$ cat src/rtl/writeback_pipe.sv
// writeback_pipe: result-aging and write-back stage between the even/odd
// execution units and the register file. Each pipe's 143-bit result packet
// ages through a DEPTH-stage shift chain. Same-RT write pairs are resolved
// when entering the final stage, so the younger write wins. Branch flush
// kills the write enable of the two youngest packets per pipe.
// Optional build macro WB_COLLISION_CNT_EN adds a saturating collision_count.
module writeback_pipe #(
    parameter int DEPTH = 7
) (
    input  logic         clock,
    input  logic         reset,
    input  logic [0:142] ep_pkt_in,
    input  logic [0:142] op_pkt_in,
    input  logic         ep_older,
    input  logic         flush,
    output logic [0:142] wrt_back_arr_ep,
    output logic [0:142] wrt_back_arr_op,
    output logic         collision
`ifdef WB_COLLISION_CNT_EN
    ,
    output logic [0:15]  collision_count
`endif
);

    localparam int WEN = 131;

    // Only the write enable is ever modified; every other field passes through.
    function automatic logic [0:142] clear_wen(input logic [0:142] pkt);
        logic [0:142] res;
        res      = pkt;
        res[WEN] = 1'b0;
        return res;
    endfunction

    // Both packets write, and to the same RT (RT 0 is an ordinary register).
    function automatic logic same_rt_write(input logic [0:142] a, input logic [0:142] b);
        return a[WEN] && b[WEN] && (a[132:138] == b[132:138]);
    endfunction

    // Stages S1..S_(DEPTH-1); S_DEPTH is the output register pair itself.
    logic [0:142] ep_chain_p    [1:DEPTH-1];
    logic [0:142] op_chain_p    [1:DEPTH-1];
    logic         older_chain_p [1:DEPTH-1];

    // Packet leaving stage k, after flush masking of the S1 -> S2 move.
    logic [0:142] ep_move [1:DEPTH-1];
    logic [0:142] op_move [1:DEPTH-1];

    logic [0:142] ep_final;
    logic [0:142] op_final;
    logic         hit;

    // Flush kills the packets moving out of S1 in the same cycle.
    always_comb begin
        for (int k = 1; k < DEPTH; k++) begin
            ep_move[k] = ep_chain_p[k];
            op_move[k] = op_chain_p[k];
        end
        if (flush) begin
            ep_move[1] = clear_wen(ep_chain_p[1]);
            op_move[1] = clear_wen(op_chain_p[1]);
        end
    end

    // Resolve same-RT pairs entering S_DEPTH: the older write is dropped.
    always_comb begin
        hit      = same_rt_write(ep_move[DEPTH-1], op_move[DEPTH-1]);
        ep_final = ep_move[DEPTH-1];
        op_final = op_move[DEPTH-1];
        if (hit) begin
            if (older_chain_p[DEPTH-1]) begin
                ep_final = clear_wen(ep_move[DEPTH-1]);
            end else begin
                op_final = clear_wen(op_move[DEPTH-1]);
            end
        end
    end

    // Shift chain and output registers; reset discards everything in flight.
    always_ff @(posedge clock or negedge reset) begin
        if (!reset) begin
            for (int k = 1; k < DEPTH; k++) begin
                ep_chain_p[k]    <= '0;
                op_chain_p[k]    <= '0;
                older_chain_p[k] <= 1'b0;
            end
            wrt_back_arr_ep <= '0;
            wrt_back_arr_op <= '0;
            collision       <= 1'b0;
        end else begin
            ep_chain_p[1]    <= flush ? clear_wen(ep_pkt_in) : ep_pkt_in;
            op_chain_p[1]    <= flush ? clear_wen(op_pkt_in) : op_pkt_in;
            older_chain_p[1] <= ep_older;
            for (int k = 2; k < DEPTH; k++) begin
                ep_chain_p[k]    <= ep_move[k-1];
                op_chain_p[k]    <= op_move[k-1];
                older_chain_p[k] <= older_chain_p[k-1];
            end
            wrt_back_arr_ep <= ep_final;
            wrt_back_arr_op <= op_final;
            collision       <= hit;
        end
    end

`ifdef WB_COLLISION_CNT_EN
    // Count cycles with a resolved collision on the outputs, holding at all-ones.
    always_ff @(posedge clock or negedge reset) begin
        if (!reset) begin
            collision_count <= '0;
        end else if (collision && (collision_count != 16'hFFFF)) begin
            collision_count <= collision_count + 16'd1;
        end
    end
`endif

endmodule

$ cat config.mk
export PLATFORM = sky130hd
export DESIGN_NAME = writeback_pipe
export DESIGN_NICKNAME = d
export VERILOG_FILES = /design/src/rtl/writeback_pipe.sv
export SDC_FILE = /design/constraint.sdc
export NUM_CORES = 1
export LEC_CHECK = 0
export CAP_MARGIN = 20
export CORE_MARGIN = 2
export CORE_UTILIZATION = 49
export DETAILED_ROUTE_END_ITERATION = 10
export PLACE_DENSITY = 0.74
export RECOVER_POWER = 25
export SETUP_SLACK_MARGIN = 0.4
export SLEW_MARGIN = 20
export SYNTH_ARGS = -nofsm -noshare
export SYNTH_HDL_FRONTEND = slang
export SYNTH_SLANG_ARGS = --single-unit
$ cat constraint.sdc
create_clock -name clock -period 1.3 [get_ports clock]
set_clock_uncertainty 0.2 [all_clocks]
set_input_delay 0.26 -clock clock [delete_from_list [all_inputs] [get_ports clock]]
set_output_delay 0.26 -clock clock [all_outputs]
set_load 0.01 [all_outputs]
==> impl_metrics.json <==
{
  "multi_input_area_um2": 171,
  "rsz0062_at_grt": "yes",
  "critPathBufInv": 1,
  "worstRegToRegCells": 4,
  "synthDistinctLibCells": 10,
  "cts.htree.levels": 4,
  "worst_slack_ps": -506,
  "hold_violations": 751,
  "fp.dieH_um": 325,
  "ant_nets": 0,
  "setup_viol": 297,
  "fin_tns_setup_ps": -124980,
  "grt_start_max_net_pins": 103,
  "drtPass1Iterations": 4,
  "cp.arrival_ps": 1350,
  "clock_latency_ps": 780,
  "ys_warn_count": 0,
  "crit_type": "flop to output port",
  "netlist_area_um2": 50400,
  "clockBufferDepth": 3,
  "nNetsFinal": 3471,
  "fill_cells": 6034,
  "syn_to_final_growth_pct": 33.2,
  "status": "finished with violations",
  "cp_max_fo": 1,
  "cts-buffers-inserted": 180,
  "ys_seq_area_frac": 0.997,
  "gp_congestion": 0.762,
  "start_kind": "flop",
  "seq_area_um2": 50300,
  "critical-path-max-stage-delay_ps": 420,
  "place_hpwl_um": 54500,
  "cts.sinks": 2009,
  "io_pins": 577,
  "grt_pass1_vias": 25900,
  "avgViaCountPerCell": 4.53,
  "final_util": 0.659,
  "grt_usage": 0.223,
  "dieWidth_um": 325,
  "critical-path-top-delay-family": "flip-flops",
  "relSlewSlack": 0.242,
  "grt_pass1_wl_um": 172000,
  "cellPowerDensity_nw_per_um2": 1870,
  "clk_pin_slew_ps": 80,
  "drive_gt1_frac": 0.196,
  "dp_slack_ps": -170,
  "hp-class": "input pin to async pin",
  "route.detailed.drc": 0,
  "whs_ps": -864,
  "rows": 117,
  "io_buffer_count": 576,
  "cts_root_buf": "clkbuf_16",
  "wire_per_inst_um": 24.6,
  "tritoncts": "done",
  "overflow": 0,
  "clock.fmax_mhz": 554,
  "vias": 21200,
  "drt_iter0_markers": 1570,
  "post-route-period-util": 1.39,
  "syn_avg_cell_area_um2": 24.8,
  "worstSetupPathDepth": 1,
  "vdd_ir_drop_max_mv": 1.56,
  "critical_path_required_ps": 840,
  "drt_wl_total_um": 115000,
  "syn_inst": 2030,
  "core-area_um2": 102000,
  "leakage_nw": 30.7,
  "antenna_found_initial": 24,
  "violations": "hold timing, setup timing",
  "ys_seq_elements": 2009,
  "slowest_stage": "dfrtp_1",
  "start_util": 0.495,
  "crit_path_end_kind": "output port",
  "drv_slew": 0,
  "tightestPinTransition_ps": 1140,
  "fin_crit_ps": 1810,
  "drv_cap": 0,
  "syn_nets": 2320,
  "die_area_um2": 105000,
  "crit_chain": "buf_2"
}
[kinds of logic after synthesis]
logic type	Yosys count	share of synthesized area
buffers and inverters	2	0.000149
AND/OR/NAND/NOR	10	0.00144
XOR/XNOR	7	0.00122
flip-flops	2009	0.997
AO/OA/AOI/OAI	2	0.000298
[synth_stat cells (all sizes together)]
cell / n / area (µm²)
and3: 3 / 18.8
a31oi: 1 / 6.26
nor2: 2 / 7.51
nor4: 1 / 21.3
nor2b: 4 / 25.0
a41oi: 1 / 8.76
inv: 2 / 7.51
dfrtp: 2009 / 50300
xnor2: 1 / 8.76
xor2: 6 / 52.6
[power by group]
group | internal, mW | switching, mW
Combinational | 2.13 | 2.24
Sequential | 65.7 | 1.46
Clock | 30.6 | 23.7
Total | 98.4 | 27.4
[layout by cell type (no fill, tap or decap), drive strengths merged]
cell type         n
a41oi             1
dfrtp          2009
clkbuf          327
diode             4
a31oi             1
dlygate4sd3     292
inv               7
nor2b             4
clkinv           30
and3              3
buf             336
nor4              1
clkinvlp          7
bufinv           10
xor2              6
nor2              2
xnor2             1
clkdlybuf4s50   282
[metrics by stage]
stage / instance area, µm² / instances / total power, mW
floorplan: 50400 / 2030 / 67.6
global placement: 59200 / 4077 / 71.5
detailed placement: 59200 / 4077 / 71.8
CTS: 67400 / 4698 / 126
global route: 67200 / 4691 / 130
finish: 67200 / 4691 / 126
[sequential cells by signal, indices dropped and copies added (netlist names)]
signal,count
ep_chain_p,858
older_chain_p,6
wrt_back_arr_ep,143
wrt_back_arr_op,143
op_chain_p,858
collision,1
[final timing paths]
| kind | slack, ps | from | endpoint |
|---|---|---|---|
| worst max register to register | -260 | op_chain_p[9] | collision |
| worst min-delay path | -860 | reset | ep_chain_p[19] |
| max in group asynchronous | -120 | reset | ep_chain_p[168] |
| worst min register to register | 120 | op_chain_p[289] | op_chain_p[146] |
| worst max-delay path | -510 | wrt_back_arr_ep[72] | wrt_back_arr_ep[72] |
| min in group clock | -40 | flush | op_chain_p[726] |
[layer usage]
metal  vias up  wire [µm]  share of wire  GRT usage
li1       8614          -              -          -
met1     11700      42700           0.37      0.273
met2       676      62900           0.55      0.389
met3       232       6600          0.057     0.0596
met4        26       2980          0.026     0.0730
met5         -        172         0.0015          0
[area by class of cell]
| type | instances | area share |
|---|---|---|
| clock buffer | 268 | 0.0797 |
| tap | 1368 | 0.0255 |
| antenna | 4 | 0.000149 |
| multi-input combinational | 19 | 0.00255 |
| timing repair buffer | 969 | 0.134 |
| clock inverter | 52 | 0.00924 |
| inverter | 2 | 0.000112 |
| sequential | 2009 | 0.749 |
[timing repair]
action / in CTS / in global routing
hold buffers: 299 / 4
hold endpoints to repair: 2298 / 2008
resized for setup: 1258 / 62
setup buffers: 2 / 2
setup endpoints to repair: 290 / 364
pin swaps: 1 / 2
No activity file was read; power rests on OpenSTA's default activity.
